## config.mk

```make
export PLATFORM = sky130hd
export DESIGN_NAME = chunked_adder
export DESIGN_NICKNAME = d
export VERILOG_FILES = /design/src/rtl/chunked_adder.sv
export SDC_FILE = /design/constraint.sdc
export NUM_CORES = 1
export LEC_CHECK = 0
export ABC_AREA = 1
export CAP_MARGIN = 20
export CORE_ASPECT_RATIO = 2
export CORE_MARGIN = 1
export CORE_UTILIZATION = 27
export CTS_BUF_LIST = sky130_fd_sc_hd__clkbuf_2 sky130_fd_sc_hd__clkbuf_4 sky130_fd_sc_hd__clkbuf_8
export DETAILED_ROUTE_END_ITERATION = 8
export SYNTH_ARGS = -nofsm -noshare
export SYNTH_HDL_FRONTEND = slang
export SYNTH_SLANG_ARGS = --single-unit
export TNS_END_PERCENT = 30
```

## constraint.sdc

```tcl
create_clock -name CLK -period 1.55 [get_ports CLK]
set_input_delay 0.155 -clock CLK [delete_from_list [all_inputs] [get_ports CLK]]
set_output_delay 0.155 -clock CLK [all_outputs]
set_load 0.05 [all_outputs]
```

## src/rtl/chunked_adder.sv

```systemverilog
// chunked_adder: sequential add/subtract, CHUNK bits per cycle, carry kept between slices.
// Define ADDER_OVF_EN to add the two's-complement overflow output ovf.
module chunked_adder #(
  parameter int WIDTH = 8,
  parameter int CHUNK = 2
) (
  input  logic             CLK,
  input  logic             RST,
  input  logic             in_valid,
  output logic             in_ready,
  input  logic [WIDTH-1:0] a,
  input  logic [WIDTH-1:0] b,
  input  logic             sub,
  output logic             out_valid,
  input  logic             out_ready,
  output logic [WIDTH-1:0] sum,
`ifdef ADDER_OVF_EN
  output logic             ovf,
`endif
  output logic             cout
);

  localparam int CH    = (CHUNK <= 0) ? 1 : CHUNK;
  localparam int N     = WIDTH / CH;
  localparam int IDX_W = (N > 1) ? $clog2(N) : 1;

  generate
    if ((CHUNK <= 0) || ((WIDTH % CH) != 0)) begin : g_bad_param
      $error("chunked_adder: WIDTH must be a positive multiple of CHUNK");
    end
  endgenerate

  typedef enum logic [1:0] {
    S_IDLE,
    S_RUN,
    S_DONE
  } state_t;

  state_t             r_state;
  logic [WIDTH-1:0]   r_a;
  logic [WIDTH-1:0]   r_b;
  logic [WIDTH-1:0]   r_sum;
  logic               r_carry;
  logic               r_cout;
  logic [IDX_W-1:0]   r_idx;
  logic               r_in_ready;
  logic               r_out_valid;

  logic [CH-1:0]      w_sa;
  logic [CH-1:0]      w_sb;
  logic [CH:0]        w_slice;
  logic               w_last;

  // operands shift right each slice, so the live slice is always the low bits
  assign w_sa    = r_a[CH-1:0];
  assign w_sb    = r_b[CH-1:0];
  assign w_slice = {1'b0, w_sa} + {1'b0, w_sb} + (CH+1)'(r_carry);
  assign w_last  = (r_idx == IDX_W'(N - 1));

`ifdef ADDER_OVF_EN
  logic r_ovf;
  logic w_msb_cin;

  // the carry into a full-adder bit is recoverable from its inputs and sum
  assign w_msb_cin = w_sa[CH-1] ^ w_sb[CH-1] ^ w_slice[CH-1];
  assign ovf       = r_ovf;
`endif

  assign in_ready  = r_in_ready;
  assign out_valid = r_out_valid;
  assign sum       = r_sum;
  assign cout      = r_cout;

  always_ff @(posedge CLK) begin
    if (RST) begin
      r_state     <= S_IDLE;
      r_a         <= '0;
      r_b         <= '0;
      r_sum       <= '0;
      r_carry     <= 1'b0;
      r_cout      <= 1'b0;
      r_idx       <= '0;
      r_in_ready  <= 1'b1;
      r_out_valid <= 1'b0;
`ifdef ADDER_OVF_EN
      r_ovf       <= 1'b0;
`endif
    end else begin
      unique case (r_state)
        S_IDLE: begin
          if (in_valid) begin
            r_a        <= a;
            r_b        <= b ^ {WIDTH{sub}};
            r_carry    <= sub;
            r_idx      <= '0;
            r_in_ready <= 1'b0;
            r_state    <= S_RUN;
          end
        end
        S_RUN: begin
          r_a     <= r_a >> CH;
          r_b     <= r_b >> CH;
          r_carry <= w_slice[CH];
          r_idx   <= r_idx + IDX_W'(1);
          for (int i = 0; i < N; i++) begin
            if (r_idx == IDX_W'(i)) begin
              r_sum[i*CH +: CH] <= w_slice[CH-1:0];
            end
          end
          if (w_last) begin
            r_cout      <= w_slice[CH];
            r_out_valid <= 1'b1;
            r_state     <= S_DONE;
`ifdef ADDER_OVF_EN
            r_ovf       <= w_msb_cin ^ w_slice[CH];
`endif
          end
        end
        S_DONE: begin
          if (out_ready) begin
            r_out_valid <= 1'b0;
            r_in_ready  <= 1'b1;
            r_state     <= S_IDLE;
          end
        end
        default: begin
          r_out_valid <= 1'b0;
          r_in_ready  <= 1'b1;
          r_state     <= S_IDLE;
        end
      endcase
    end
  end

endmodule
```

==> results of run 1 <==
layout by cell type (no fill, tap or decap), types with 4 or more instances in the layout:
master           count
a21oi_1             14
buf_4               20
clkbuf_8             5
clkdlybuf4s50_1     20
dfxtp_1             30
ha_1                 4
inv_1               24
inv_2                5
nand2_1             68
nand3_1             36
nor2_1              27
o21ai_0              4
how the worst min path moves through the flow:
stage	cells past startpoint	endpoint	from
6_report	3	r_a[6]$_SDFFE_PP0P_	a[6]
5_1_grt	3	r_a[7]$_SDFFE_PP0P_	a[7]
4_1_cts	3	r_a[6]$_SDFFE_PP0P_	a[6]
3_5_place_dp	2	in_ready$_SDFFE_PP1P_	in_ready$_SDFFE_PP1P_
3_3_place_gp	2	sum[0]$_SDFFE_PP0P_	sum[0]$_SDFFE_PP0P_
2_1_floorplan	1	sum[0]$_SDFFE_PP0P_	RST
state kept, by name, indices dropped and copies added, names as in the netlist:
| name | count |
|---|---|
| in_ready | 1 |
| r_state | 2 |
| r_carry | 1 |
| out_valid | 1 |
| sum | 8 |
| r_idx | 2 |
| r_b | 8 |
| cout | 1 |
| r_a | 8 |
where the power goes:
| group | switching, mW | internal, mW |
|---|---|---|
| clock | 0.280 | 0.289 |
| combinational | 0.201 | 0.143 |
| sequential | 0.0265 | 0.866 |
area by class of cell:
class	count	area [sq um]	share of cell area
inverters	29	108.9	0.05328
clock buffers	5	68.82	0.03368
multi-input cells	164	795.8	0.3895
well taps	61	76.32	0.03735
repair buffers	40	350.3	0.1715
flip-flops and latches	32	643.1	0.3148
cells by family (layout without fill, tap and decap cells):
| logic type | count (synthesis) | count (layout) | synth area share |
|---|---|---|---|
| AND/OR/NAND/NOR | 136 | 136 | 0.3568 |
| flip-flops | 32 | 32 | 0.3954 |
| AO/OA/AOI/OAI | 20 | 20 | 0.06178 |
| buffers and inverters | 39 | 74 | 0.1197 |
| adder cells (fa/ha/maj) | 6 | 6 | 0.05560 |
| XOR/XNOR | 2 | 2 | 0.01081 |
worst max-delay path, stage by stage, from the launching register on:
cell and delay (ns):
dfxtp_2 0.33, inv_2 0.04, fa_2 0.37, fa_1 0.44, inv_2 0.09, nand3_1 0.09, a21oi_2 0.12
routing by layer:
layer	part of all wire	wire, um	up-vias	GRT usage
met4	0.026	96	0	0.06341
met1	0.39	1440	693	0.1334
met2	0.56	2075	31	0.2571
li1	-	-	803	-
met3	0.030	113	8	0.02091
met5	0	0	-	0
through the flow:
stage | total power, mW | setup TNS [ns] | instances
final | 1.806 | -0.009151 | 331
after global routing | 1.906 | -0.2477 | 331
after CTS | 1.828 | -0.02782 | 331
after detailed placement | 1.254 | -0.2105 | 326
after global placement | 1.251 | -0.07753 | 326
after floorplan | 1.139 | 0 | 235
repair_timing:
item | CTS | global route
gates resized for setup | 4 | 3
pin swaps | 2 | 2
setup endpoints to repair | 4 | 5
hold buffers | 0 | 0
==> impl_metrics.env, run 1 <==
export IMPL_status="complete, but fails checks"
export IMPL_violations="DRC, setup timing"
export IMPL_antenna_left=0
export IMPL_coreArea_sq_um=5758
export IMPL_finClkSkew_ns=0.003837
export IMPL_hold_viol=0
export IMPL_drv_cap=0
export IMPL_cp_required_ns=1.76
export IMPL_ff2ff_setup_slack_ns=-0.008
export IMPL_syn_area_sq_um=1620
export IMPL_utilization=0.3548
export IMPL_drt_iter0_drc=37
export IMPL_clock_sinks=32
export IMPL_critPathLaunchType="flop"
export IMPL_p_leak_nw=0.9550
export IMPL_row_count=39
export IMPL_synthFlopType="dfxtp_1"
export IMPL_vias_per_cell=4.637
export IMPL_nFillCells=663
export IMPL_synthTopCellsByArea="dfxtp_1 (40%), nand2_1 (16%), nand3_1 (11%), inv_1 (6.3%), nor2_1 (6.3%)"
export IMPL_powerDensity_nw_per_um2=883.8
export IMPL_syn_area_per_cell_sq_um=6.895
export IMPL_ys_top_cells_by_count="nand2_1 (68), nand3_1 (36), dfxtp_1 (32)"
export IMPL_synth_cell_type_count=20
export IMPL_grt_pass1_vias=1542
export IMPL_post_route_min_period_ns=1.558
export IMPL_vias=1535
export IMPL_rsz0062_at_grt="yes"
export IMPL_worst_hold_slack_ns=0.4384
export IMPL_path_max_fanout=4
export IMPL_design_portCount=32
export IMPL_r2r_worst_path_cells=6
export IMPL_dp_slack_ns=-0.06832
export IMPL_postCtsSetupBuffers=0
export IMPL_clock_fmax_mhz=641.9
export IMPL_startpoint="r_a[0]$_SDFFE_PP0P_"
export IMPL_die_area_sq_um=6334
export IMPL_ir_worst_vdd_uv=388.1
export IMPL_rr_endpoint="sum[3]$_SDFFE_PP0P_"
export IMPL_cp_arrival_ns=1.77
export IMPL_ys_ff_latch=32
export IMPL_drc=2
export IMPL_postSynthCellCount=235
export IMPL_max_slew_worst_pin_slew_ns=0.3875
export IMPL_cts_root_buffer="clkbuf_8"
export IMPL_ys_seq_area_frac=0.3954
export IMPL_cts_inserted_buffers=5
export IMPL_cp_end_kind="flop"
export IMPL_wirelength_um=3725
export IMPL_hpwlAfterDp_um=2870
export IMPL_diodes=0
export IMPL_slew_violations=0
export IMPL_grt_pass1_wl_um=6624
export IMPL_postPlaceCellArea_sq_um=1964
export IMPL_die_w_um=56.78
export IMPL_htreeDepth=2
export IMPL_cts_tree="built"
export IMPL_die_y_um=111.6
export IMPL_antenna_found_initial=0
export IMPL_areaGrowthSynthToFinish_pct=26.10
export IMPL_yosysMostFrequentCell="nand2_1"
export IMPL_synthesis_nets=262
export IMPL_drt_wirelength_per_cell_um=11.25
export IMPL_clock_latency_ns=0.28
export IMPL_final_area_sq_um=2043
export IMPL_initial_core_util=0.2814
export IMPL_min_delay_path_class="in2reg"
export IMPL_portBuffers=31
export IMPL_max_clock_path_buffers=2
export IMPL_critPathKind="reg2reg"
export IMPL_synth_edf_count=0
export IMPL_grtUsageTotal=0.1334
export IMPL_period_share=1.005
export IMPL_finalWorstSetupSlack_ns=-0.007926
export IMPL_drive_gt1_frac=0.1444
export IMPL_gp_congestion=0.7890
export IMPL_synth_top_area_frac=0.3954
export IMPL_finalSetupViolCount=2
export IMPL_first_pass_iters=6
export IMPL_grt_overflow=0
export IMPL_final_nets=299
export IMPL_cp_endpoint="sum[3]$_SDFFE_PP0P_"
export IMPL_slew_headroom=0.7414
export IMPL_yosysWarnings=0
export IMPL_synthArstFlopShare=0
export IMPL_grt_max_degree=20
export IMPL_synth_area_leader_cell="dfxtp_1"
export IMPL_rr_startpoint="r_a[0]$_SDFFE_PP0P_"
export IMPL_clkTransAtPathRegs_ns=0.06
Power figures use the tool's default switching activity.
==> run 2, diff against run 1 <==
--- a/config.mk
+++ b/config.mk
@@ -5,7 +5,6 @@
 export SDC_FILE = /design/constraint.sdc
 export NUM_CORES = 1
 export LEC_CHECK = 0
-export ABC_AREA = 1
 export CAP_MARGIN = 20
 export CORE_ASPECT_RATIO = 2
 export CORE_MARGIN = 1
==> impl_metrics.env, run 2 <==
export IMPL_status="finished clean"
export IMPL_diodes=0
export IMPL_slew_headroom=0.7303
export IMPL_slew_violations=0
export IMPL_dp_slack_ns=-0.05332
export IMPL_layout_common_cells="dfxtp_1 (30), buf_4 (22), clkdlybuf4s50_1 (20)"
export IMPL_cp_arrival_ns=1.68
export IMPL_met1_length_um=1186
export IMPL_grt_overflow=0
export IMPL_first_pass_iters=4
export IMPL_finalWorstSetupSlack_ns=0.03435
export IMPL_final_common_cell="dfxtp_1"
export IMPL_ir_worst_vdd_uv=491.2
export IMPL_drt_wirelength_per_cell_um=12.99
export IMPL_top_layer_used="met4"
export IMPL_min_delay_path_class="reg2reg"
export IMPL_hpwlAfterDp_um=2544
export IMPL_clock_sinks=32
export IMPL_synth_edf_count=0
export IMPL_gp_congestion=0.7191
export IMPL_cp_endpoint="sum[1]$_SDFFE_PP0P_"
export IMPL_syn_area_per_cell_sq_um=9.520
export IMPL_areaGrowthSynthToFinish_pct=33.11
export IMPL_ff2ff_setup_slack_ns=0.03
export IMPL_final_nets=222
export IMPL_die_area_sq_um=5819
export IMPL_syn_area_sq_um=1485
export IMPL_grt_max_degree=18
export IMPL_yosysMostFrequentCell="dfxtp_1"
export IMPL_drc=0
export IMPL_drv_cap=0
export IMPL_synth_top_area_frac=0.4313
export IMPL_wirelength_um=3299
export IMPL_powerDensity_nw_per_um2=1014
export IMPL_cts_inserted_buffers=5
export IMPL_postCtsHoldBufs=0
export IMPL_initial_core_util=0.2839
export IMPL_cp_required_ns=1.71
export IMPL_synthArstFlopShare=0
export IMPL_rr_startpoint="r_a[0]$_SDFFE_PP0P_"
export IMPL_vias_per_cell=4.787
export IMPL_yosysWarnings=0
export IMPL_clkTransAtPathRegs_ns=0.06
export IMPL_utilization=0.3779
export IMPL_critPathLaunchType="flop"
export IMPL_grtUsageTotal=0.1304
export IMPL_antenna_found_initial=0
export IMPL_path_max_fanout=4
export IMPL_hold_viol=0
export IMPL_cp_end_kind="flop"
export IMPL_wl_met2_um=1908
export IMPL_wl_met3_um=108
export IMPL_rr_endpoint="sum[1]$_SDFFE_PP0P_"
export IMPL_coreArea_sq_um=5231
export IMPL_portBuffers=31
export IMPL_ys_top_cells_by_count="dfxtp_1 (32), a21oi_1 (17), nor2_1 (17)"
export IMPL_rsz0062_at_grt="yes"
export IMPL_finClkSkew_ns=0.003477
export IMPL_tns_ns=0
export IMPL_clock_latency_ns=0.28
export IMPL_drive_gt1_frac=0.2143
export IMPL_cts_tree="built"
export IMPL_post_route_min_period_ns=1.516
export IMPL_postCtsSetupBuffers=0
export IMPL_design_portCount=32
export IMPL_critPathKind="reg2reg"
export IMPL_max_clock_path_buffers=2
export IMPL_r2r_worst_path_cells=4
export IMPL_finalSetupViolCount=0
export IMPL_synthTopCellsByArea="dfxtp_1 (43%), a21oi_1 (5.7%), a22oi_1 (5.6%), nor2_1 (4.3%), or3b_1 (4.1%)"
export IMPL_p_leak_nw=0.7519
export IMPL_synth_cell_type_count=27
export IMPL_grt_pass1_wl_um=5451
export IMPL_drt_iter0_drc=29
export IMPL_antenna_left=0
export IMPL_die_y_um=106.9
export IMPL_die_w_um=54.45
export IMPL_htreeDepth=2
export IMPL_ys_ff_latch=32
export IMPL_vias=1216
export IMPL_row_count=37
export IMPL_startpoint="r_a[0]$_SDFFE_PP0P_"
export IMPL_power_total_mw=2.004
export IMPL_period_share=0.9778
export IMPL_grt_pass1_vias=1181
export IMPL_synthFlopType="dfxtp_1"
export IMPL_clock_fmax_mhz=659.8
export IMPL_synth_area_leader_cell="dfxtp_1"
export IMPL_ys_seq_area_frac=0.4313
export IMPL_cts_root_buffer="clkbuf_8"
export IMPL_synthesis_nets=183
export IMPL_max_slew_worst_pin_slew_ns=0.4039
export IMPL_postSynthCellCount=156
## run 2: changes by cell type after synthesis, moves of 7 or more
cell      delta
a211oi_1     +7
nand2b_1     +7
inv_1       -18
nor2_1      -10
nand2_1     -67
nand3_1     -36
a22oi_1     +11
or3b_1       +7
## run 2: report_power, final
| group | total [mW] | internal [mW] | leakage (nW) | switching (mW) |
|---|---|---|---|---|
| sequential | 0.909 | 0.878 | 0.263 | 0.0305 |
| clock | 0.693 | 0.397 | 0.0523 | 0.297 |
| combinational | 0.402 | 0.194 | 0.436 | 0.207 |
## run 2: critical path, cell delays in order, from the launching register on
cell,delay [ns]
dfxtp_2,0.32
inv_2,0.04
fa_2,0.38
fa_2,0.57
a311oi_1,0.09
## run 2: cells by family (layout without fill, tap and decap cells)
group	Yosys count	in the layout	share of synthesized area
xor gates and xnor gates	8	8	0.04718
and+or+nand+nor	40	40	0.1618
buffers and inverters	20	60	0.07244
AOI/OAI and AO/OA	50	50	0.2266
DFF	32	32	0.4313
adders and majority gates	6	6	0.06066
## run 2: metal layers
| metal | global-route usage | up-vias |
|---|---|---|
| li1 | - | 629 |
| met1 | 0.1371 | 552 |
| met2 | 0.2239 | 29 |
| met3 | 0.02128 | 6 |
| met4 | 0.08242 | 0 |
| met5 | 0 | - |
## run 2: worst min-delay path by stage
stage | startpoint | endpoint | slack (ns) | cells past startpoint
after detailed placement | r_a[2]$_SDFFE_PP0P_ | r_a[2]$_SDFFE_PP0P_ | 0.48 | 2
after CTS | r_a[4]$_SDFFE_PP0P_ | r_a[4]$_SDFFE_PP0P_ | 0.49 | 2
final | r_a[4]$_SDFFE_PP0P_ | r_a[4]$_SDFFE_PP0P_ | 0.49 | 2
after global routing | r_a[2]$_SDFFE_PP0P_ | r_a[2]$_SDFFE_PP0P_ | 0.51 | 2
after global placement | r_carry$_SDFFE_PP0P_ | r_carry$_SDFFE_PP0P_ | 0.47 | 2
after floorplan | RST | sum[0]$_SDFFE_PP0P_ | 0.23 | 1
## run 2: timing repair
item | CTS | global route
resized for setup | 2 | 5
pin swaps | 0 | 2
setup endpoints to repair | 5 | 5
## run 2: through the flow
step	hold slack (ns)	area [sq um]	cells
after floorplan	0.2271	1485	156
after global placement	0.4745	1869	246
after detailed placement	0.4756	1869	246
after CTS	0.4877	1972	254
after global routing	0.5056	1977	254
final	0.4861	1977	254
## run 2: layout make-up
type	count	area (sq um)
Clock buffer	8	97.59
Fill cell	546	3254
Inverter	9	33.78
Multi-Input combinational cell	104	744.5
Sequential cell	32	643.1
Tap cell	58	72.57
Timing Repair Buffer	43	385.4
==> run 3, diff against run 2 <==
--- a/config.mk
+++ b/config.mk
@@ -5,6 +5,7 @@
 export SDC_FILE = /design/constraint.sdc
 export NUM_CORES = 1
 export LEC_CHECK = 0
+export ABC_AREA = 1
 export CAP_MARGIN = 20
 export CORE_ASPECT_RATIO = 2
 export CORE_MARGIN = 1
==> results of run 3 <==
Final layout, timing and power as in run 1 (identical DEF).
==> patch 1 (settings of run 1) <==
Make the reset (`RST`) asynchronous in one clocked block.
--- a/src/rtl/chunked_adder.sv
+++ b/src/rtl/chunked_adder.sv
@@ -71,7 +71,7 @@
   assign sum       = r_sum;
   assign cout      = r_cout;
 
-  always_ff @(posedge CLK) begin
+  always_ff @(posedge CLK or posedge RST) begin
     if (RST) begin
       r_state     <= S_IDLE;
       r_a         <= '0;
Behaviour: differs if RST is asserted again (counterexample within 4 cycles, from zero or initial values and one cycle with RST high); with RST held inactive, the same outputs for 10 cycles.
==> patch 1 against run 1 <==
The run ends with negative setup slack left. Synthesized area down 3.2%. Global-route usage down 0.37 points. Via count decreased by 14%. Synthesized cell count is 20% lower. Setup slack worse by 0.0087 ns. Design area increased by 1.3%. Wire length decreased by 6.1%. Sequential cell count unchanged. Count of clock-buffer cells in the layout up 2. Largest cell class is now flip-flops and latches.
Power is not compared: it rests on default switching activity, and its combinational part moved more than twofold at a synthesized area within 25%.
==> patch 1: results (changes against run 1) <==
synthesis:
  ys.flop_type: "dfrtp_1"
  synth_nets: 216  # -18%
  synth_common_cells: "nand2_1, nand3_1, dfrtp_1, inv_1, o21ai_0"
  synth_compound_area_share_pct: 4.31  # -1.9 points
  ys_ff_latch: 32  # unchanged
  syn_avg_cell_area_um2: 8.30  # +20%
  synth_xor_area_share_pct: 1.12  # +0.035 points
  yosysSeqAreaShare_pct: 51.1  # +12 points
  synth.distinct_cells: 17  # -15%
  synth_fa_ha_area_share_pct: 5.74  # +0.18 points
  postSynth.asyncResetShare_pct: 100  # +100 points
  synthTopCellsByArea: "dfrtp_1, nand2_1, nand3_1"
min_path:
  worstHoldPathType: "input pin to asynchronous set/reset pin"
setup_path:
  r2r_end: "sum[5]$_DFFE_PP0P_"
  reg2reg_depth: 4  # -2
  crit_slowest_cell: "fa_2"
  r2r_start: "r_carry$_DFFE_PP0P_"
  critPathMaxStageDelay_ns: 0.57  # +0.13 ns
route:
  wl_per_cell_um: 12.1  # +7.6%
  wl_mm: 3.50  # -6.1%
  dr_wl_met3_um: 114  # +0.88%
  drtIter0Drc: 65  # +76%
  wl_met1_mm: 1.39  # -3.8%
  wl_met2_mm: 1.94  # -6.4%
  via_per_inst: 4.56  # -1.7%
  drt_first_pass_iters: 4  # -2
placement:
  placed_area_mm2: 0.00196  # -0.13%
  hpwl_mm: 2.48  # -14%
  dp.cells: 281  # -14%
  gp_congestion: 0.727  # -7.8%
global_routing:
  track_usage_pct: 13.0  # -0.37 points
  grt_pass1_wl_mm: 6.13  # -7.4%
  grt_pass1_vias: 1348  # -13%
  grt_start_max_net_pins: 33  # +65%
  grt_use_met3_pct: 3.18  # +1.1 points
  gr-usage-met2_pct: 23.3  # -2.4 points
  grtUsageMet1_pct: 14.6  # +1.3 points
timing:
  hold_slack_ns: 0.225  # -0.213 ns
  tns_ns: -0.0340  # -0.0248 ns
  worst_clock_skew_ns: 0.00470  # +0.000860 ns
  slew_headroom_pct: 69.4  # -4.8 points
  setup_ws_ns: -0.0167  # -0.00872 ns
  setup_viol: 4  # +2
status:
  status: "finished with violations"
  violations: "negative setup slack"
floorplanning:
  dieArea_mm2: 0.00614  # -3.1%
final_layout:
  multi_input_gates: 130  # -21%
  multi_input_area_share_pct: 31.4  # -7.6 points
  inv_count: 19  # -34%
  fin_nets: 255  # -15%
  clkCellAreaFrac_pct: 4.65  # +1.3 points
  buf_share_pct: 18.1  # +0.98 points
  clockBufferCount: 7  # +2
  fill_cells: 616  # -7.1%
  sh_seq_area_pct: 38.7  # +7.3 points
  drive_gt1_share_pct: 14.9  # +0.47 points
clock_tree:
  ctsResizeCount: 6  # +2
pwr:
  p_int_uw: 2250
==> patch 1: worst max-delay path by stage <==
stage / start / to / slack (ns) / cells past startpoint
5_1_grt: r_carry$_DFFE_PP0P_ / sum[1]$_DFFE_PP0P_ / -0.08 / 4
3_3_place_gp: r_a[0]$_DFFE_PP0P_ / sum[1]$_DFFE_PP0P_ / -0.01 / 4
2_1_floorplan: r_a[0]$_DFFE_PP0P_ / sum[1]$_DFFE_PP0P_ / 0.03 / 4
4_1_cts: r_carry$_DFFE_PP0P_ / sum[5]$_DFFE_PP0P_ / -0.04 / 4
6_report: r_carry$_DFFE_PP0P_ / sum[5]$_DFFE_PP0P_ / -0.02 / 4
3_5_place_dp: r_a[0]$_DFFE_PP0P_ / sum[5]$_DFFE_PP0P_ / -0.08 / 4
==> patch 1: metrics by stage <==
step	utilization [%]	setup slack [ns]
CTS	36.4	-0.0367
floorplan	-	0.0316
global placement	34.7	-0.0101
global route	36.6	-0.0818
finish	36.6	-0.0167
detailed placement	34.7	-0.0807
==> patch 2 (config.mk and constraints of run 1) <==
Without the edit above. Set the parameter `WIDTH` to 16 (it was 8).
--- a/src/rtl/chunked_adder.sv
+++ b/src/rtl/chunked_adder.sv
@@ -1,7 +1,7 @@
 // chunked_adder: sequential add/subtract, CHUNK bits per cycle, carry kept between slices.
 // Define ADDER_OVF_EN to add the two's-complement overflow output ovf.
 module chunked_adder #(
-  parameter int WIDTH = 8,
+  parameter int WIDTH = 16,
   parameter int CHUNK = 2
 ) (
   input  logic             CLK,
Ports: changed (resized a, b and sum); port bits go from 32 to 56. No check against the original RTL was run, so the function may have changed too.
==> patch 2 against run 1 <==
Clock skew grew 0.0013 ns. Synthesized cell count grew 91%. Combinational power grew 84%. Sequential share of layout area shrank 1.4 points. Design area grew 86%. Cell count grew 98%. Wire length grew 96%. Sequential cell count grew 25. Total power grew 97%. Synthesized area grew 79%. Critical path depth is the same. Critical path type unchanged. The run ends with negative setup slack left. Setup slack lost 0.090 ns.
==> patch 2: results (changes against run 1) <==
status:
  status: "finished with violations"
  violations: "negative setup slack"
final_layout:
  final_cells: 654  # +98%
  fill_cells: 1208  # +82%
  syn_to_final_growth_pct: 31.2
  drive_gt1_share_pct: 14.3  # -0.13 points
  fin_nets: 557  # +86%
timing:
  worst_clock_skew_ns: 0.00519  # +0.00135 ns
  setup_ws_ns: -0.0978  # -0.0899 ns
  hold_slack_ns: 0.406  # -0.0320 ns
  slew_headroom_pct: 74.5  # +0.37 points
  setup_viol: 8  # +6
  tns_ns: -0.716  # -0.707 ns
global_routing:
  grt_pass1_vias: 2701  # +75%
  grtUsageMet1_pct: 13.1  # -0.24 points
  track_usage_pct: 14.2  # +0.83 points
  gr-usage-met2_pct: 27.1  # +1.4 points
  grt_use_met3_pct: 3.52  # +1.4 points
  grt_start_max_net_pins: 22  # +10%
  grt_pass1_wl_mm: 11.8  # +78%
synthesis:
  synth.distinct_cells: 24  # +20%
  synth_compound_area_share_pct: 4.74  # -1.4 points
  yosysSeqAreaShare_pct: 39.3  # -0.21 points
  synthTopCellsByArea: "dfxtp_1, nand2_1, nor2_1"
  synth_common_cells: "nand2_1, nor2_1, nand3_1, dfxtp_1, inv_1"
  syn_inst: 449  # +91%
  synth_fa_ha_area_share_pct: 3.97  # -1.6 points
  synth_xor_area_share_pct: 0.604  # -0.48 points
  synth_nets: 494  # +89%
route:
  drt_first_pass_iters: 7  # +1
  wl_mm: 7.29  # +96%
  via_per_inst: 4.32  # -6.9%
  drtIter0Drc: 105  # +180%
clock_tree:
  ctsResizeCount: 3  # -1
  cts_max_path_buffers: 2  # unchanged
  cts_buffers: 9  # +4
  h-tree-depth: 3  # +1
  clock_latency_ns: 0.34  # +0.06 ns
placement:
  gp_congestion: 0.781  # -1.1%
  dp.cells: 638  # +96%
  placed_area_mm2: 0.00359  # +83%
  hpwl_mm: 5.56  # +94%
  portBuffers: 55  # +77%
  dp_worst_setup_slack_ns: -0.122  # -0.0537 ns
min_path:
  worstHoldPathType: "input pin to flip-flop"
  holdPathStages: 3  # unchanged
  hold_end: "r_a[14]$_SDFFE_PP0P_"
  worstHoldStart: "a[14]"
setup_path:
  r2r_end: "sum[13]$_SDFFE_PP0P_"
  cp_max_fo: 8  # +4
  critPathLaunch: "r_carry$_SDFFE_PP0P_"
  arrival_ns: 1.89  # +0.12 ns
  setup.worst_path.end: "sum[13]$_SDFFE_PP0P_"
pwr:
  cellLeakagePower_uw: 0.00185  # +94%
  ir_drop_mv: 0.431  # +11%
patch 2: worst max-delay path, stage by stage, from the launching register on:
cell and delay (ns):
dfxtp_2 0.32, inv_2 0.04, fa_2 0.39, fa_2 0.56
inv_4 0.07, o21ai_1 0.12, nor2_1 0.04
patch 2: layout make-up:
| class | instances | share of cell area (%) |
|---|---|---|
| well taps | 137 | 4.50 |
| multi-input cells | 315 | 38.0 |
| repair buffers | 73 | 16.8 |
| clock buffers | 14 | 4.90 |
| flip-flops and latches | 57 | 30.0 |
| inverters | 56 | 5.59 |
| clock inverters | 2 | 0.263 |
patch 2: power breakdown:
group / internal (uW) / leakage (uW) / switching (uW)
clock: 767 / 0.000106 / 574
combinational: 261 / 0.00128 / 371
sequential: 1540 / 0.000467 / 44.3
total: 2570 / 0.00185 / 989
patch 2: per-layer routing:
metal	vias to the layer above	part of all wire, %
met5	-	0
met4	0	2.6
met3	11	3.8
met2	56	56
met1	1254	37
li1	1503	-
